**src/rtl/crate_bridge_regs.sv**
```systemverilog
// rtl/crate_bridge_regs.sv - Wishbone register block for the crate bridges
// Per-bridge type selects, edge-counted event stickies/counters and a masked interrupt.
module crate_bridge_regs #(
    parameter int NUM_BRIDGES      = 4,
    parameter int TYPE_BITS        = 2,
    parameter int NUM_ADDRESS_BITS = 8
) (
    input  logic                             wb_clk_i,
    input  logic                             wb_rst_n_i,
    input  logic                             wb_cyc_i,
    input  logic                             wb_stb_i,
    input  logic                             wb_we_i,
    input  logic [NUM_ADDRESS_BITS-1:0]      wb_adr_i,
    input  logic [31:0]                      wb_dat_i,
    input  logic [3:0]                       wb_sel_i,
    output logic [31:0]                      wb_dat_o,
    output logic                             wb_ack_o,
    output logic                             wb_err_o,
    output logic                             wb_rty_o,
    input  logic [NUM_BRIDGES-1:0]           bridge_timeout_i,
    input  logic [NUM_BRIDGES-1:0]           bridge_invalid_i,
    output logic [NUM_BRIDGES*TYPE_BITS-1:0] bridge_type_o,
    output logic                             irq_o
);

    logic                             ack_q;
    logic [31:0]                      dat_q;
    logic [NUM_BRIDGES*TYPE_BITS-1:0] type_q, type_d;
    logic [NUM_BRIDGES-1:0]           to_stk_q, to_stk_d;
    logic [NUM_BRIDGES-1:0]           inv_stk_q, inv_stk_d;
    logic [NUM_BRIDGES*16-1:0]        to_cnt_q, to_cnt_d;
    logic [NUM_BRIDGES*16-1:0]        inv_cnt_q, inv_cnt_d;
    logic [NUM_BRIDGES-1:0]           mask_to_q, mask_to_d;
    logic [NUM_BRIDGES-1:0]           mask_inv_q, mask_inv_d;
    logic [NUM_BRIDGES-1:0]           to_in_q, inv_in_q;
    logic                             irq_q;

    logic [NUM_BRIDGES-1:0] to_rise, inv_rise;
    logic                   acc_global;
    logic [2:0]             acc_idx;
    logic [1:0]             acc_off;
    logic [4:0]             acc_goff;
    logic                   acc_bridge_ok;
    logic                   rd_sample;
    logic                   wr_commit;
    logic [31:0]            rd_data;
    logic                   unused_ok;

    assign acc_global    = wb_adr_i[7];
    assign acc_idx       = wb_adr_i[6:4];
    assign acc_off       = wb_adr_i[3:2];
    assign acc_goff      = wb_adr_i[6:2];
    assign acc_bridge_ok = !acc_global && (int'(acc_idx) < NUM_BRIDGES);

    // Data is captured on the strobe cycle; the write lands at the end of the ack cycle.
    assign rd_sample = wb_cyc_i && wb_stb_i && !ack_q;
    assign wr_commit = wb_cyc_i && wb_stb_i && wb_we_i && ack_q;

    assign to_rise  = bridge_timeout_i & ~to_in_q;
    assign inv_rise = bridge_invalid_i & ~inv_in_q;

    assign wb_ack_o      = ack_q & wb_cyc_i;
    assign wb_dat_o      = dat_q;
    assign wb_err_o      = 1'b0;
    assign wb_rty_o      = 1'b0;
    assign bridge_type_o = type_q;
    assign irq_o         = irq_q;
    assign unused_ok     = ^{wb_adr_i[1:0], wb_dat_i, wb_sel_i};

    // A concurrent event wins over a clear, so the count restarts at one.
    function automatic logic [15:0] cnt_next(input logic [15:0] cur,
                                             input logic        clr,
                                             input logic        ev);
        logic [15:0] r;
        if (clr) begin
            r = ev ? 16'd1 : 16'd0;
        end else if (ev && (cur != 16'hFFFF)) begin
            r = cur + 16'd1;
        end else begin
            r = cur;
        end
        return r;
    endfunction

    always_comb begin
        type_d     = type_q;
        to_stk_d   = to_stk_q;
        inv_stk_d  = inv_stk_q;
        to_cnt_d   = to_cnt_q;
        inv_cnt_d  = inv_cnt_q;
        mask_to_d  = mask_to_q;
        mask_inv_d = mask_inv_q;
        for (int b = 0; b < NUM_BRIDGES; b++) begin
            logic hit;
            hit = wr_commit && acc_bridge_ok && (int'(acc_idx) == b);
            if (hit && (acc_off == 2'd0) && wb_sel_i[0]) begin
                type_d[b*TYPE_BITS +: TYPE_BITS] = wb_dat_i[TYPE_BITS-1:0];
            end
            to_stk_d[b]  = (to_stk_q[b] & ~(hit && (acc_off == 2'd1) && wb_dat_i[0]))
                           | to_rise[b];
            inv_stk_d[b] = (inv_stk_q[b] & ~(hit && (acc_off == 2'd1) && wb_dat_i[1]))
                           | inv_rise[b];
            to_cnt_d[b*16 +: 16]  = cnt_next(to_cnt_q[b*16 +: 16],
                                             hit && (acc_off == 2'd2), to_rise[b]);
            inv_cnt_d[b*16 +: 16] = cnt_next(inv_cnt_q[b*16 +: 16],
                                             hit && (acc_off == 2'd3), inv_rise[b]);
        end
        if (wr_commit && acc_global && (acc_goff == 5'd1)) begin
            mask_to_d  = wb_dat_i[NUM_BRIDGES-1:0];
            mask_inv_d = wb_dat_i[16 +: NUM_BRIDGES];
        end
    end

    always_comb begin
        rd_data = '0;
        if (acc_global) begin
            if (acc_goff == 5'd0) begin
                rd_data[NUM_BRIDGES-1:0]   = to_stk_q;
                rd_data[16 +: NUM_BRIDGES] = inv_stk_q;
            end else if (acc_goff == 5'd1) begin
                rd_data[NUM_BRIDGES-1:0]   = mask_to_q;
                rd_data[16 +: NUM_BRIDGES] = mask_inv_q;
            end
        end else begin
            for (int b = 0; b < NUM_BRIDGES; b++) begin
                if (int'(acc_idx) == b) begin
                    case (acc_off)
                        2'd0: rd_data[TYPE_BITS-1:0] = type_q[b*TYPE_BITS +: TYPE_BITS];
                        2'd1: rd_data[1:0]           = {inv_stk_q[b], to_stk_q[b]};
                        2'd2: rd_data[15:0]          = to_cnt_q[b*16 +: 16];
                        default: rd_data[15:0]       = inv_cnt_q[b*16 +: 16];
                    endcase
                end
            end
        end
    end

    always_ff @(posedge wb_clk_i or negedge wb_rst_n_i) begin
        if (!wb_rst_n_i) begin
            ack_q      <= 1'b0;
            dat_q      <= '0;
            type_q     <= '0;
            to_stk_q   <= '0;
            inv_stk_q  <= '0;
            to_cnt_q   <= '0;
            inv_cnt_q  <= '0;
            mask_to_q  <= '0;
            mask_inv_q <= '0;
            to_in_q    <= '0;
            inv_in_q   <= '0;
            irq_q      <= 1'b0;
        end else begin
            ack_q      <= wb_cyc_i & wb_stb_i & ~ack_q;
            if (rd_sample) begin
                dat_q <= rd_data;
            end
            type_q     <= type_d;
            to_stk_q   <= to_stk_d;
            inv_stk_q  <= inv_stk_d;
            to_cnt_q   <= to_cnt_d;
            inv_cnt_q  <= inv_cnt_d;
            mask_to_q  <= mask_to_d;
            mask_inv_q <= mask_inv_d;
            to_in_q    <= bridge_timeout_i;
            inv_in_q   <= bridge_invalid_i;
            irq_q      <= |({inv_stk_q, to_stk_q} & {mask_inv_q, mask_to_q});
        end
    end

endmodule

```
**config.mk**
```make
export PLATFORM = sky130hd
export DESIGN_NAME = crate_bridge_regs
export DESIGN_NICKNAME = d
export VERILOG_FILES = /design/src/rtl/crate_bridge_regs.sv
export SDC_FILE = /design/constraint.sdc
export NUM_CORES = 1
export LEC_CHECK = 0
export CAP_MARGIN = 20
export CORE_ASPECT_RATIO = 1.25
export CORE_UTILIZATION = 60
export DETAILED_ROUTE_END_ITERATION = 6
export PLACE_DENSITY = 0.94
export REMOVE_ABC_BUFFERS = 1
export SETUP_SLACK_MARGIN = 0.2
export SLEW_MARGIN = 20
export SYNTH_ARGS = -nofsm -noshare
export SYNTH_HDL_FRONTEND = slang
export SYNTH_SLANG_ARGS = --single-unit
```
**constraint.sdc**
```tcl
create_clock -name wb_clk_i -period 3.95 [get_ports wb_clk_i]
set_clock_uncertainty 0.05 [all_clocks]
set_input_delay 0.5925 -clock wb_clk_i [delete_from_list [all_inputs] [get_ports wb_clk_i]]
set_output_delay 0.5925 -clock wb_clk_i [all_outputs]
set_load 0.05 [all_outputs]
```
After elaboration in Yosys (flattened, before gate mapping)
Cells that the tools add are included.
Widths: inputs -> output; s select.
{"block": "totals", "register_bits": 182, "inputBits": 57, "output_inout_bits": 44, "wordCells": 185}
{"block": "op_classes", "muxes": 44, "n_addsub": 8, "n_lt_le_gt_ge": 1, "n_bitwise": 33, "n_eq_ne": 15, "n_reduce_logical": 63}
{"operator": "$mux 16", "count": 21}
{"operator": "$add 16x1->16 const B", "count": 8}
{"operator": "$ne 16x16->1 const B", "count": 8}
{"operator": "$pmux 14 s2", "count": 4}
{"operator": "$logic_and 1x1->1", "count": 48}
{"operator": "$mux 4", "count": 6}
{"operator": "$pmux 2 s3", "count": 4}
{"operator": "$reduce_bool 2->1", "count": 8}
{"operator": "$mux 12", "count": 1}
{"operator": "$and 1x1->1", "count": 11}
{"operator": "$not 1->1", "count": 9}
{"operator": "$and 4x4->4", "count": 2}
{"operator": "$and 8x8->8", "count": 1}
{"operator": "$mux 1", "count": 8}
{"operator": "$not 4->4", "count": 2}
{"operator": "$or 1x1->1", "count": 8}
{"operator": "$reduce_or 8->1", "count": 1}
{"operator": "$eq 3x3->1 const B", "count": 2}
{"operator": "$eq 5x1->1 const B", "count": 1}
{"operator": "$logic_not 5->1", "count": 1}
{"operator": "$eq 2x2->1 const B", "count": 2}
{"operator": "$eq 3x2->1 const B", "count": 1}
{"operator": "$logic_not 3->1", "count": 1}
{"operator": "$lt 3x3->1 const B", "count": 1}
{"operator": "4 further kinds", "count": 5}

Longest topological paths before layout
Gate-level depths: netlist of the first run.
{"block": "logic_depth", "ltp_word": 12, "depth_mapped": 8, "ltp_nobuf": 6}

Least setup slack after synthesis of the first run
No wires, ideal clock.
{"block": "synth_path", "kind": "input to register", "from": "input port wb_adr_i[6]", "to": "register type_q[2] (netlist: bridge_type_o[2])", "required_ps": 3775, "n_path_buf": 2, "setup_time_ps": 125, "arrival_ps": 2056, "cell_stages": 6, "slack_ps": 1719, "path_cell_list": "buf_2 > or3b_4 > or3_1 > buf_2 > nor2_2 > mux2_2"}
{"block": "synth_via", "elab_chain_len": 6, "word_cells_on_any_way": 7, "cone_classes": "order compare: 1; eq/ne: 1; reduce/logical: 5"}
{"item": "start: declaration", "line_no": "13", "text": "input logic [NUM_ADDRESS_BITS-1:0] wb_adr_i,"}
{"item": "$lt 3x3->1", "line_no": "53", "text": "assign acc_bridge_ok = !acc_global && (int'(acc_idx) < NUM_BRIDGES);"}
{"item": "$logic_and 1x1->1", "line_no": "53"}
{"item": "$logic_and 1x1->1", "line_no": "95", "text": "hit = wr_commit && acc_bridge_ok && (int'(acc_idx) == b);"}
{"item": "$logic_and 1x1->1 (*)", "line_no": "95"}
{"item": "$logic_and 1x1->1 (*) (2 in a row)", "line_no": "96", "text": "if (hit && (acc_off == 2'd0) && wb_sel_i[0]) begin"}
{"item": "end signal: assignment", "line_no": "157", "text": "type_q <= type_d;"}
{"item": "end: declaration", "line_no": "28", "text": "logic [NUM_BRIDGES*TYPE_BITS-1:0] type_q, type_d;"}
Every way passes the cells marked *; elsewhere a longest branch is shown, timed or not.
A chain may end at the register's enable or synchronous reset.

Worst setup path in the final report of the first run
{"block": "layout_path", "from": "input port wb_cyc_i", "to": "output port wb_ack_o"}
{"block": "layout_via", "elab_chain_len": 1}
{"item": "start: declaration", "line_no": "10", "text": "input logic wb_cyc_i,"}
{"item": "$and 1x1->1", "line_no": "62", "text": "assign wb_ack_o = ack_q & wb_cyc_i;"}
{"item": "end: declaration", "line_no": "17", "text": "output logic wb_ack_o,"}
No other way between the ends.

==> qor.txt, run 1 <==
status: finished, violations left
failing checks: design-rule violations
area overhead of the layout relative to synthesis: 11.8%
fin nets: 1212
CTS tree: done
GP Congestion: 0.978
sequential fraction of the synthesis area: 43.1%
Die Area: 0.0182 mm^2
LEAKAGE: 4.78 nW
CP max FO: 4
Remaining Overflow, GRT: 0
gr usage total: 33.4%
vias in the first global route: 8971
Async S/R FF share, synth: 100%
critical setup path kind: in -> out
CTS Buf Count: 17
Pwr per Cell Area: 444 mW/mm^2
flops & latches, synth: 182
RSZ-0062 raised after global routing: no
Final Critical Period: 2.91 ns
Mapped Cells: 1111
share of post-route cells with drive strength above 1: 9.57%
Core ar.: 0.0170 mm^2
WP data arrival: 2.27 ns
Relative slew margins: 38.8%
reg2reg setup slack: 1.62 ns
final setup vio count: 0
dpl cell area: 0.0112 mm^2
fmax: 343 MHz
Max clock buf depth: 2
die height: 150 um
first-pass GRT wire length: 46.9 mm
number of flops mapped to enable cells by yosys: 0
total I/O pin count: 101
average wire per standard cell: 21.1 um
DRT Pass-1 Iters: 7
top-area cell type share of the netlist area: 43.1%
final core utilization: 69.4%
via count: 9514
die width: 121 um
ys flop type: dfrtp_1
Yosys warning count: 0
Post-Syn Area: 0.0106 mm^2
WL final: 29.2 mm
Clock Sinks: 182
Syn Area/Cell: 9.52 um^2
Reg clk slew, reported paths: 0.06 ns
Worst-Skew Late Latency: 0.45 ns
post-route cell area: 0.0118 mm^2
Starting DRT DRC Count: 1417
post-CTS setup repair buffer count: 0
htree depth: 4
Port Buffers: 57
most frequent cells after synthesis: dfrtp_1 (182), nor2_1 (115), nand2_1 (81)
worst slew pin tran: 0.918 ns
TNS Setup: 0 ns
vias per cell: 6.89
FP Rows: 53
Post-Place Worst Slack: 0.705 ns
starting density of the core: 62.1%
non-filler cells, final: 1381
Synth area leader: dfrtp_1
top cells by area, synth: dfrtp_1 (43%), nor2_1 (4.1%), mux2i_1 (4.1%), xnor2_1 (4.1%), nand2_1 (2.9%)
Post-CTS Hold Fix Bufs: 0
largest net degree at the start of global routing: 99
Hold Path Class: in -> async
crit path launch type: input port
MaxCap Viol Count: 0
DRC: 5
Final WS setup: 1.04 ns
CTS root buffer: clkbuf_16
fill count: 1121
HPWL Detailed: 19.4 mm
endpoint class of the critical path: output port
hold_ws: 0.173 ns
post-synth cell types: 74
initial antenna violation count: 1
post-layout power: 5.25 mW
post-detailed-route count of antenna-violating nets: 0
most frequent cell after synthesis: dfrtp_1
count of final max-slew check failures: 0
PostCTS Resize Cnt: 0
worst vdd ir: 0.323 mV
Req. time, crit path: 3.31 ns
Final Hold Vio Count: 0
Final Cycle Share: 73.7%
Placed Cells incl. Taps: 1348
[path summary, 6_finish.rpt]
kind                                              to                 startpoint  cells after the start
max                                         wb_ack_o                   wb_cyc_i                      3
min                             to_in_q[3]$_DFF_PN0_                 wb_rst_n_i                      1
max reg2reg                inv_cnt_q[48]$_DFFE_PN0P_  inv_cnt_q[48]$_DFFE_PN0P_                      7
min reg2reg                 wb_dat_o[12]$_DFFE_PN0P_   wb_dat_o[12]$_DFFE_PN0P_                      2
max in group asynchronous    to_cnt_q[7]$_DFFE_PN0P_                 wb_rst_n_i                      2
min in group wb_clk_i       wb_dat_o[12]$_DFFE_PN0P_   wb_dat_o[12]$_DFFE_PN0P_                      2
[sequential cells by signal, indices dropped and copies added (netlist names)]
signal / flops
to_cnt_q: 64
inv_in_q: 4
bridge_type_o: 8
irq_o: 1
inv_cnt_q: 64
to_in_q: 4
mask_inv_q: 4
wb_dat_o: 20
inv_stk_q: 4
ack_q: 1
to_stk_q: 4
mask_to_q: 4
[power by group]
group	internal, mW	switching, mW	total, mW
Combinational	0.406	0.577	0.983
Clock	1.01	0.750	1.76
Sequential	2.11	0.392	2.51
Total	3.53	1.72	5.25
[critical path, stage by stage]
cell             delay (ns)
clkdlybuf4s50_1        0.57
and2_1                 0.27
clkdlybuf4s50_1        0.84
[cell type report]
class / count / area, um^2 / share of cell area [%]
Clock inverter: 12 / 153 / 1.29
Sequential cell: 182 / 4550 / 38.5
Timing Repair Buffer: 71 / 687 / 5.81
Tap cell: 220 / 275 / 2.33
Multi-Input combinational cell: 857 / 5650 / 47.7
Clock buffer: 20 / 447 / 3.78
Inverter: 18 / 67.6 / 0.571
Antenna cell: 1 / 2.50 / 0.0212
[cell usage in the layout (no fill, tap or decap), types with 8 or more instances in the layout]
cell type,Yosys,routed
o31ai_1,20,20
and4_1,10,10
nand4_1,36,36
or3_1,27,27
mux2_2,26,26
and3_1,12,12
a21oi_1,54,54
and2_1,11,11
conb_1,1,14
clkbuf_16,0,17
mux2i_1,43,43
nor4_1,10,10
nand3_1,40,40
o211ai_1,17,17
nor2b_1,24,24
a211oi_1,32,32
a22oi_1,8,8
buf_4,22,14
nand2_1,81,81
clkdlybuf4s50_1,0,55
nor2_1,115,115
nor3_1,28,28
nand2b_1,13,13
o22ai_1,8,8
dfrtp_1,182,182
xor2_1,24,24
o21ai_0,33,33
inv_1,18,18
xnor2_1,49,49
ha_1,8,8
a31oi_1,12,12
[cell families (layout without fill, tap and decap cells)]
kind of cell / count (synthesis) / count (layout) / synth area share (%)
simple gates: 458 / 458 / 23.2
compound gates: 229 / 229 / 14.6
flops: 182 / 182 / 43.1
buf+inv: 85 / 121 / 4.04
mux: 75 / 75 / 8.11
xor+xnor: 73 / 73 / 6.04
fa+ha+maj: 8 / 8 / 0.946
other cells: 1 / 15 / 0.0354
[per-layer routing]
layer  track usage, %  vias to the layer above  routed length [um]
met5                0                        -                   0
met4             20.0                        0                1650
met3             7.20                      154                2970
met2             52.7                      686               13700
met1             42.5                     4554               10900
li1                 -                     4120                   -
Note: power is estimated with default switching activity, not from simulation.
==> inputs of run 2 (changes only) <==
--- a/config.mk
+++ b/config.mk
@@ -7,9 +7,9 @@
 export LEC_CHECK = 0
 export CAP_MARGIN = 20
 export CORE_ASPECT_RATIO = 1.25
-export CORE_UTILIZATION = 60
+export CORE_UTILIZATION = 58
 export DETAILED_ROUTE_END_ITERATION = 6
-export PLACE_DENSITY = 0.94
+export PLACE_DENSITY = 0.92
 export REMOVE_ABC_BUFFERS = 1
 export SETUP_SLACK_MARGIN = 0.2
 export SLEW_MARGIN = 20
==> constraint.sdc (replaced) <==
create_clock -name wb_clk_i -period 3 [get_ports wb_clk_i]
set_clock_uncertainty 0.05 [all_clocks]
set_input_delay 0.45 -clock wb_clk_i [delete_from_list [all_inputs] [get_ports wb_clk_i]]
set_output_delay 0.45 -clock wb_clk_i [all_outputs]
set_load 0.05 [all_outputs]
==> qor.txt, run 2 (synthesis results as in run 1) <==
Worst setup endpoint: inv_cnt_q[48]$_DFFE_PN0P_
RSZ-0062 raised after global routing: no
Die Area: 0.0188 mm^2
n_diodes: 0
share of post-route cells with drive strength above 1: 11.1%
Critical Path, Cell by Cell: ha_1, nand2_1, nor3_2, a21o_1, nor2_1, or3_1
Remaining Overflow, GRT: 0
Reg clk slew, reported paths: 0.07 ns
register area: 0.00455 mm^2
WL final: 29.3 mm
CTS root buffer: clkbuf_16
via count: 9509
fmax: 389 MHz
critical setup path kind: reg -> reg
area overhead of the layout relative to synthesis: 13.4%
dpl cell area: 0.0114 mm^2
DRC: 0
gr usage total: 32.5%
slowest stage delay, CP: 0.57 ns
Final Critical Period: 2.57 ns
Port Buffers: 57
vias per cell: 6.78
FP Rows: 54
Core ar.: 0.0176 mm^2
Pint: 4.67 mW
Switching Power: 2.32 mW
Top delay family on crit path: simple AND/OR/NAND/NOR gates
CP max FO: 11
htree depth: 4
Final Hold Vio Count: 0
largest net degree at the start of global routing: 64
multi-input logic area: 0.00565 mm^2
Req. time, crit path: 3.28 ns
Max clock buf depth: 2
TNS Setup: 0 ns
starting density of the core: 60.0%
CTS tree: done
switch share: 33.2%
post-detailed-route count of antenna-violating nets: 0
Final Cycle Share: 85.7%
status: finished, final reports clean
fill count: 1207
vias in the first global route: 9213
reg2reg setup slack: 0.43 ns
GP Congestion: 0.948
Reg power frac: 47.4%
CP bufs+invs: 0
Hold Path Class: in -> reg
initial antenna violation count: 0
fin nets: 1230
Worst-Skew Late Latency: 0.45 ns
Relative slew margins: 44.8%
depth of the worst register-to-register path: 6
Levels on crit path: 6
worst slew pin tran: 0.829 ns
CTS Buf Count: 17
worst r2r dst: inv_cnt_q[48]$_DFFE_PN0P_
first-pass GRT wire length: 47.5 mm
post-CTS setup repair buffer count: 0
WP data arrival: 2.85 ns
clock network power share: 33.7%
post-route cell area: 0.0120 mm^2
LEAKAGE: 4.88 nW
MaxCap Viol Count: 0
Critical Path Start: inv_cnt_q[48]$_DFFE_PN0P_
total I/O pin count: 101
commonest non-fill, non-tap cells in the layout: dfrtp_1 (182), nor2_1 (115), nand2_1 (81), clkdlybuf4s50_1 (55), a21oi_1 (54)
most common cell after layout, fill and taps aside: dfrtp_1
die width: 123 um
Clock Sinks: 182
count of final max-slew check failures: 0
DRT Pass-1 Iters: 6
die height: 153 um
Pwr per Cell Area: 582 mW/mm^2
crit path launch type: flip-flop
HPWL Detailed: 20.0 mm
Starting DRT DRC Count: 1253
post-layout power: 6.99 mW
worst reg2reg startpoint: inv_cnt_q[48]$_DFFE_PN0P_
endpoint class of the critical path: flip-flop
worst vdd ir: 0.467 mV
Comb power frac: 18.9%
average wire per standard cell: 20.9 um
CP max stage cell: nor3_2
final setup vio count: 0
-- run 2: cell count changes in the layout (fill, tap and decap cells not counted) --
cell / delta
buf_4: +16
inv_6: +3
clkbuf_1: -2
buf_12: +1
clkinv_2: -1
clkinv_4: -1
clkinvlp_4: +1
diode_2: -1
dlygate4sd3_1: +1
o31ai_1: -1
o31ai_2: +1
-- run 2: worst min-delay path by stage --
stage	cells after the start	slack [ns]	start	end
2_1_floorplan	0	0.10	wb_rst_n_i	ack_q$_DFF_PN0_
3_3_place_gp	1	0.39	wb_rst_n_i	to_cnt_q[56]$_DFFE_PN0P_
3_5_place_dp	1	0.39	wb_rst_n_i	to_cnt_q[56]$_DFFE_PN0P_
4_1_cts	1	0.44	bridge_timeout_i[0]	to_in_q[0]$_DFF_PN0_
5_1_grt	1	0.44	bridge_invalid_i[3]	inv_in_q[3]$_DFF_PN0_
6_report	1	0.44	bridge_invalid_i[3]	inv_in_q[3]$_DFF_PN0_
-- run 2: area by class of cell --
cell class                      count  share of cell area [%]
Multi-Input combinational cell    857                    47.1
Tap cell                          224                    2.34
Timing Repair Buffer               89                    6.97
Clock buffer                       18                    3.66
Clock inverter                     14                    1.44
Inverter                           18                   0.563
Sequential cell                   182                    37.9
-- run 2: per-layer routing --
layer	up-vias	share of wire [%]	global-route usage, %
met4	0	5.3	17.7
met5	-	0	0
li1	4152	-	-
met3	149	9.4	6.38
met1	4575	37	41.6
met2	633	48	51.5
-- run 2: metrics by stage --
stage | util (%) | worst slack, ns | instances | hold slack [ns]
after global routing | 68.1 | 0.259 | 1402 | 0.442
after global placement | 64.5 | 0.193 | 1369 | 0.392
final | 68.1 | 0.430 | 1402 | 0.436
after detailed placement | 64.5 | 0.110 | 1369 | 0.395
after CTS | 68.0 | 0.316 | 1402 | 0.440
after floorplan | - | 0.894 | 1057 | 0.104
-- run 2: power by group through the flow --
stage	clock, mW	sequential [mW]	combinational, mW
6_report	2.35	3.31	1.32
3_5_place_dp	0	3.30	1.27
4_1_cts	2.36	3.28	1.30
2_1_floorplan	0	3.22	0.792
3_3_place_gp	0	3.27	1.21
5_1_grt	2.46	3.34	1.42
-- run 2: worst reg2reg max path, delay by kind of cell, from the launching register on --
kind / cells / cell delay, ns
fa+ha+maj: 1 / 0.25
compound gates: 1 / 0.44
simple gates: 4 / 1.24
flops: 1 / 0.47
-- run 2: what timing repair did --
item | in CTS | in global routing
endpoints found under the hold margin | 55 | 0
hold buffers | 1 | 0
gates resized for setup | 0 | 0
==> inputs of run 3 (changes only) <==
--- a/config.mk
+++ b/config.mk
@@ -9,7 +9,7 @@
 export CORE_ASPECT_RATIO = 1.25
 export CORE_UTILIZATION = 58
 export DETAILED_ROUTE_END_ITERATION = 6
-export PLACE_DENSITY = 0.92
+export PLACE_DENSITY_LB_ADDON = 0.1
 export REMOVE_ABC_BUFFERS = 1
 export SETUP_SLACK_MARGIN = 0.2
 export SLEW_MARGIN = 20
==> qor.txt, run 3 (synthesis results as in run 1) <==
worst vdd ir: 0.476 mV
WP data arrival: 2.74 ns
depth of the worst register-to-register path: 6
Critical Path Start: inv_cnt_q[48]$_DFFE_PN0P_
vias per cell: 6.30
Relative slew margins: 41.5%
critical setup path kind: reg -> reg
endpoint class of the critical path: flip-flop
Worst-Skew Late Latency: 0.44 ns
CP bufs+invs: 0
CTS tree: done
Port Buffers: 57
worst reg2reg startpoint: inv_cnt_q[48]$_DFFE_PN0P_
initial antenna violation count: 0
Levels on crit path: 6
TNS Setup: 0 ns
RSZ-0062 raised after global routing: no
share of post-route cells with drive strength above 1: 10.9%
FP Rows: 54
post-detailed-route count of antenna-violating nets: 0
WL final: 27.0 mm
final core utilization: 67.6%
PostCTS Resize Cnt: 0
post-CTS setup repair buffer count: 0
commonest non-fill, non-tap cells in the layout: dfrtp_1 (182), nor2_1 (115), nand2_1 (81), clkdlybuf4s50_1 (55), a21oi_1 (54)
CP max stage cell: nor3_2
crit path launch type: flip-flop
fin nets: 1229
area overhead of the layout relative to synthesis: 12.7%
Post-CTS Hold Fix Bufs: 0
htree depth: 4
CTS Buf Count: 17
die width: 123 um
average wire per standard cell: 19.3 um
Remaining Overflow, GRT: 0
Final Hold Vio Count: 0
Die Area: 0.0188 mm^2
post-route cell area: 0.0119 mm^2
reg2reg setup slack: 0.52 ns
Final Critical Period: 2.48 ns
LEAKAGE: 4.84 nW
post-layout power: 6.65 mW
count of final max-slew check failures: 0
Core ar.: 0.0176 mm^2
CTS root buffer: clkbuf_16
Clock Sinks: 182
MaxCap Viol Count: 0
worst slew pin tran: 0.878 ns
Critical Path, Cell by Cell: ha_1, nand2_1, nor3_2, a21o_1, nor2_1, or3_1
register area: 0.00455 mm^2
Req. time, crit path: 3.26 ns
Pwr per Cell Area: 558 mW/mm^2
slowest stage delay, CP: 0.57 ns
fmax: 403 MHz
fill count: 1429
Hold Path Class: in -> async
starting density of the core: 60.0%
HPWL Detailed: 19.5 mm
Top delay family on crit path: simple AND/OR/NAND/NOR gates
DRC: 0
final setup vio count: 0
dpl cell area: 0.0114 mm^2
multi-input logic area: 0.00565 mm^2
Max clock buf depth: 2
die height: 153 um
Final Cycle Share: 82.7%
status: finished, final reports clean
largest net degree at the start of global routing: 111
Starting DRT DRC Count: 740
most common cell after layout, fill and taps aside: dfrtp_1
Reg clk slew, reported paths: 0.07 ns
CP max FO: 11
via count: 8820
DRT Pass-1 Iters: 5
total I/O pin count: 101
gr usage total: 30.4%
GP Congestion: 0.891
worst r2r dst: inv_cnt_q[48]$_DFFE_PN0P_
Worst setup endpoint: inv_cnt_q[48]$_DFFE_PN0P_
first-pass GRT wire length: 44.0 mm
vias in the first global route: 8337
hold_ws: 0.0720 ns
n_diodes: 0
## run 3: worst min-delay path by stage
stage / slack [ns] / endpoint
final: 0.07 / to_cnt_q[37]$_DFFE_PN0P_
after global routing: 0.14 / to_cnt_q[37]$_DFFE_PN0P_
after floorplan: 0.10 / ack_q$_DFF_PN0_
after detailed placement: 0.41 / wb_dat_o[6]$_DFFE_PN0P_
after global placement: 0.41 / wb_dat_o[12]$_DFFE_PN0P_
after CTS: 0.12 / to_cnt_q[37]$_DFFE_PN0P_
## run 3: per-stage QoR
step           cells  setup WS, ns
2_1_floorplan   1057         0.894
3_3_place_gp    1369         0.257
3_5_place_dp    1369         0.236
4_1_cts         1400         0.564
5_1_grt         1400         0.352
6_report        1400         0.520
## run 3: area by class of cell
class	instances	share of cell area, %
tap	224	2.35
inverter	18	0.567
sequential	182	38.2
clock buffer	19	3.71
multi-input combinational	857	47.3
timing repair buffer	88	7.06
clock inverter	12	0.787
## run 3: where the power goes
part / switching (mW) / total (mW) / internal, mW
Combinational: 0.727 / 1.27 / 0.546
Clock: 1.02 / 2.11 / 1.09
Sequential: 0.492 / 3.27 / 2.78
Total: 2.23 / 6.65 / 4.42
## run 3: layer usage
| metal | track usage, % | share of wire, % |
|---|---|---|
| met1 | 43.9 | 46 |
| met2 | 46.1 | 46 |
| met3 | 4.96 | 5.5 |
| met4 | 10.6 | 2.6 |
| met5 | 0 | 0 |
==> RTL change, RTL diff (config.mk and constraints of run 2) <==
Change the parameter `TYPE_BITS` from 2 to 4.
--- a/src/rtl/crate_bridge_regs.sv
+++ b/src/rtl/crate_bridge_regs.sv
@@ -2,7 +2,7 @@
 // Per-bridge type selects, edge-counted event stickies/counters and a masked interrupt.
 module crate_bridge_regs #(
     parameter int NUM_BRIDGES      = 4,
-    parameter int TYPE_BITS        = 2,
+    parameter int TYPE_BITS        = 4,
     parameter int NUM_ADDRESS_BITS = 8
 ) (
     input  logic                             wb_clk_i,
Ports: changed (resized bridge_type_o); port bits go from 101 to 109. No check against the original RTL was run, so the function may have changed too.
==> RTL change against run 2 <==
The flow now finishes with violations (design-rule violations, negative hold slack). Area after synthesis up 3.6%. Clock power fell by 6%. Routed wire length increased by 6.3%. Sequential power grew 1%. Sequential cell count is 8 higher. Synthesized cell count up 1.4%. Setup slack gained 0.10 ns. Total power is 2.5% lower. Count of clock-buffer cells in the layout did not move. Cell area rose by 3.9%. Largest cell class unchanged.
==> RTL change: results (changes against run 2) <==
- Sequential share of the synthesized area: 43.4% (+0.34 points)
- Multi-input gate area: 5870 um^2 (+3.9%)
- Crit path from: wb_adr_i[4]
- Fmax: 405 MHz (+4.2%)
- Share of cells above drive strength 1: 10.9% (-0.27 points)
- Largest net degree at the start of global routing: 80 (+25%)
- Number of antenna violations at the first check in global routing: 1 (+1)
- Pre-Repair DR Iteration Count: 7 (+1)
- Reg-to-Reg End: inv_cnt_q[32]
- Setup Fix Bufs, Post-CTS: 0 (unchanged)
- Max VDD drop: 0.495 mV (+6.1%)
- Top post-synthesis cells by count: dfrtp_1, nor2_1, nand2_1, mux2i_1, xnor2_1
- Placed Cells incl. Taps: 1,403 (+2.5%)
- CTS Buffer Depth: 2 (unchanged)
- Distinct cell type count after synthesis: 70 (-5.4%)
- Final Hold Viols: 4 (+4)
- Worst r2r path cells: 5 (-1)
- Via count: 9,734 (+2.4%)
- Global-route wire length before repair: 50,500 um (+6.2%)
- P_sw: 2.27 mW (-2.1%)
- Dpl cell area: 11,900 um^2 (+4.7%)
- Comb group: 1.25 mW (-5%)
- Row count: 55 (+1.9%)
- GPL Wtd Cong: 0.999 (+5.5%)
- Clock power share: 32.5% (-1.2 points)
- Largest cells by area after synthesis: dfrtp_1, nor2_1, mux2i_1, xnor2_1, mux4_2
- CP max FO: 8 (-3)
- Reg area: 4750 um^2 (+4.4%)
- Worst hold path class: primary input to asynchronous set/reset pin
- Failing checks: design-rule violations, negative hold slack
- Reg2Reg Launch Point: inv_cnt_q[39]
- Critical Path Sink: inv_cnt_q[0]
- Clock-cell share: 4.51% (-0.58 points)
- Number of global-route vias before repair: 9,558 (+3.7%)
- Drt total wl: 31,100 um (+6.3%)
- Bufs w/o clock: 100 (+12%)
- NonClk Buf Share: 7.53% (+0.56 points)
- DR iter-0 viols: 1,426 (+14%)
- Power Clock: 2.21 mW (-6%)
- Slowest-stage cell, CP: clkdlybuf4s50_1
- Leak: 5.23 nW (+7.2%)
- Syn Inst Count: 1,127 (+1.4%)
- Critical path arrival: 2.74 ns (-0.11 ns)
- Buffers on Ports: 65 (+14%)
- Placed wire-length estimate: 21,700 um (+8.4%)
- Hold slack: -0.00769 ns (-0.443 ns)
- Nets: 1,259 (+2.4%)
- Fraction of area in multi-input gates: 47.1% (about the same)
- Worst slew margin: 47.1% (+2.4 points)
- Critical path's largest stage delay: 0.62 ns (+0.05 ns)
- Total track usage: 33.5% (+0.96 points)
- Status: complete, but fails checks
- DRC violations left: 8 (+8)
- Placement Setup Slack: 0.241 ns (+0.131 ns)
- Filler cell count: 1,248 (+3.4%)
- Reg2Reg Setup Slack: 0.56 ns (+0.13 ns)
- DR WL/cell: 21.7 um (+3.8%)
- Non-clk invs: 15 (-3)
- Multi-input gates: 870 (+1.5%)
RTL change: cell types whose count changed in the layout (fill, tap and decap cells not counted), sizes merged, moves of 12 or more:
cell,run 2,this run
a22oi,8,21
nor2,126,144
nand2,81,95
or3,28,16
a21oi,55,35
o2111ai,5,21
xor2,24,41
RTL change: kinds of logic (layout without fill, tap and decap cells):
| group | after synthesis | after routing | share of synthesized area, % |
|---|---|---|---|
| simple gates | 483 | 483 | 22.7 |
| mux | 95 | 95 | 11.0 |
| xor+xnor | 89 | 89 | 7.11 |
| other cells | 1 | 14 | 0.0342 |
| compound gates | 181 | 181 | 11.3 |
| buf+inv | 80 | 147 | 3.53 |
| flops | 190 | 190 | 43.4 |
| fa+ha+maj | 8 | 8 | 0.913 |
RTL change: layer usage:
metal	up-vias	wire, um	part of all wire, %	GRT usage [%]
li1	4224	-	-	-
met5	-	18	0.058	0
met4	2	1720	5.5	18.9
met2	632	15500	50	57.1
met1	4713	11200	36	39.8
met3	163	2630	8.5	6.82
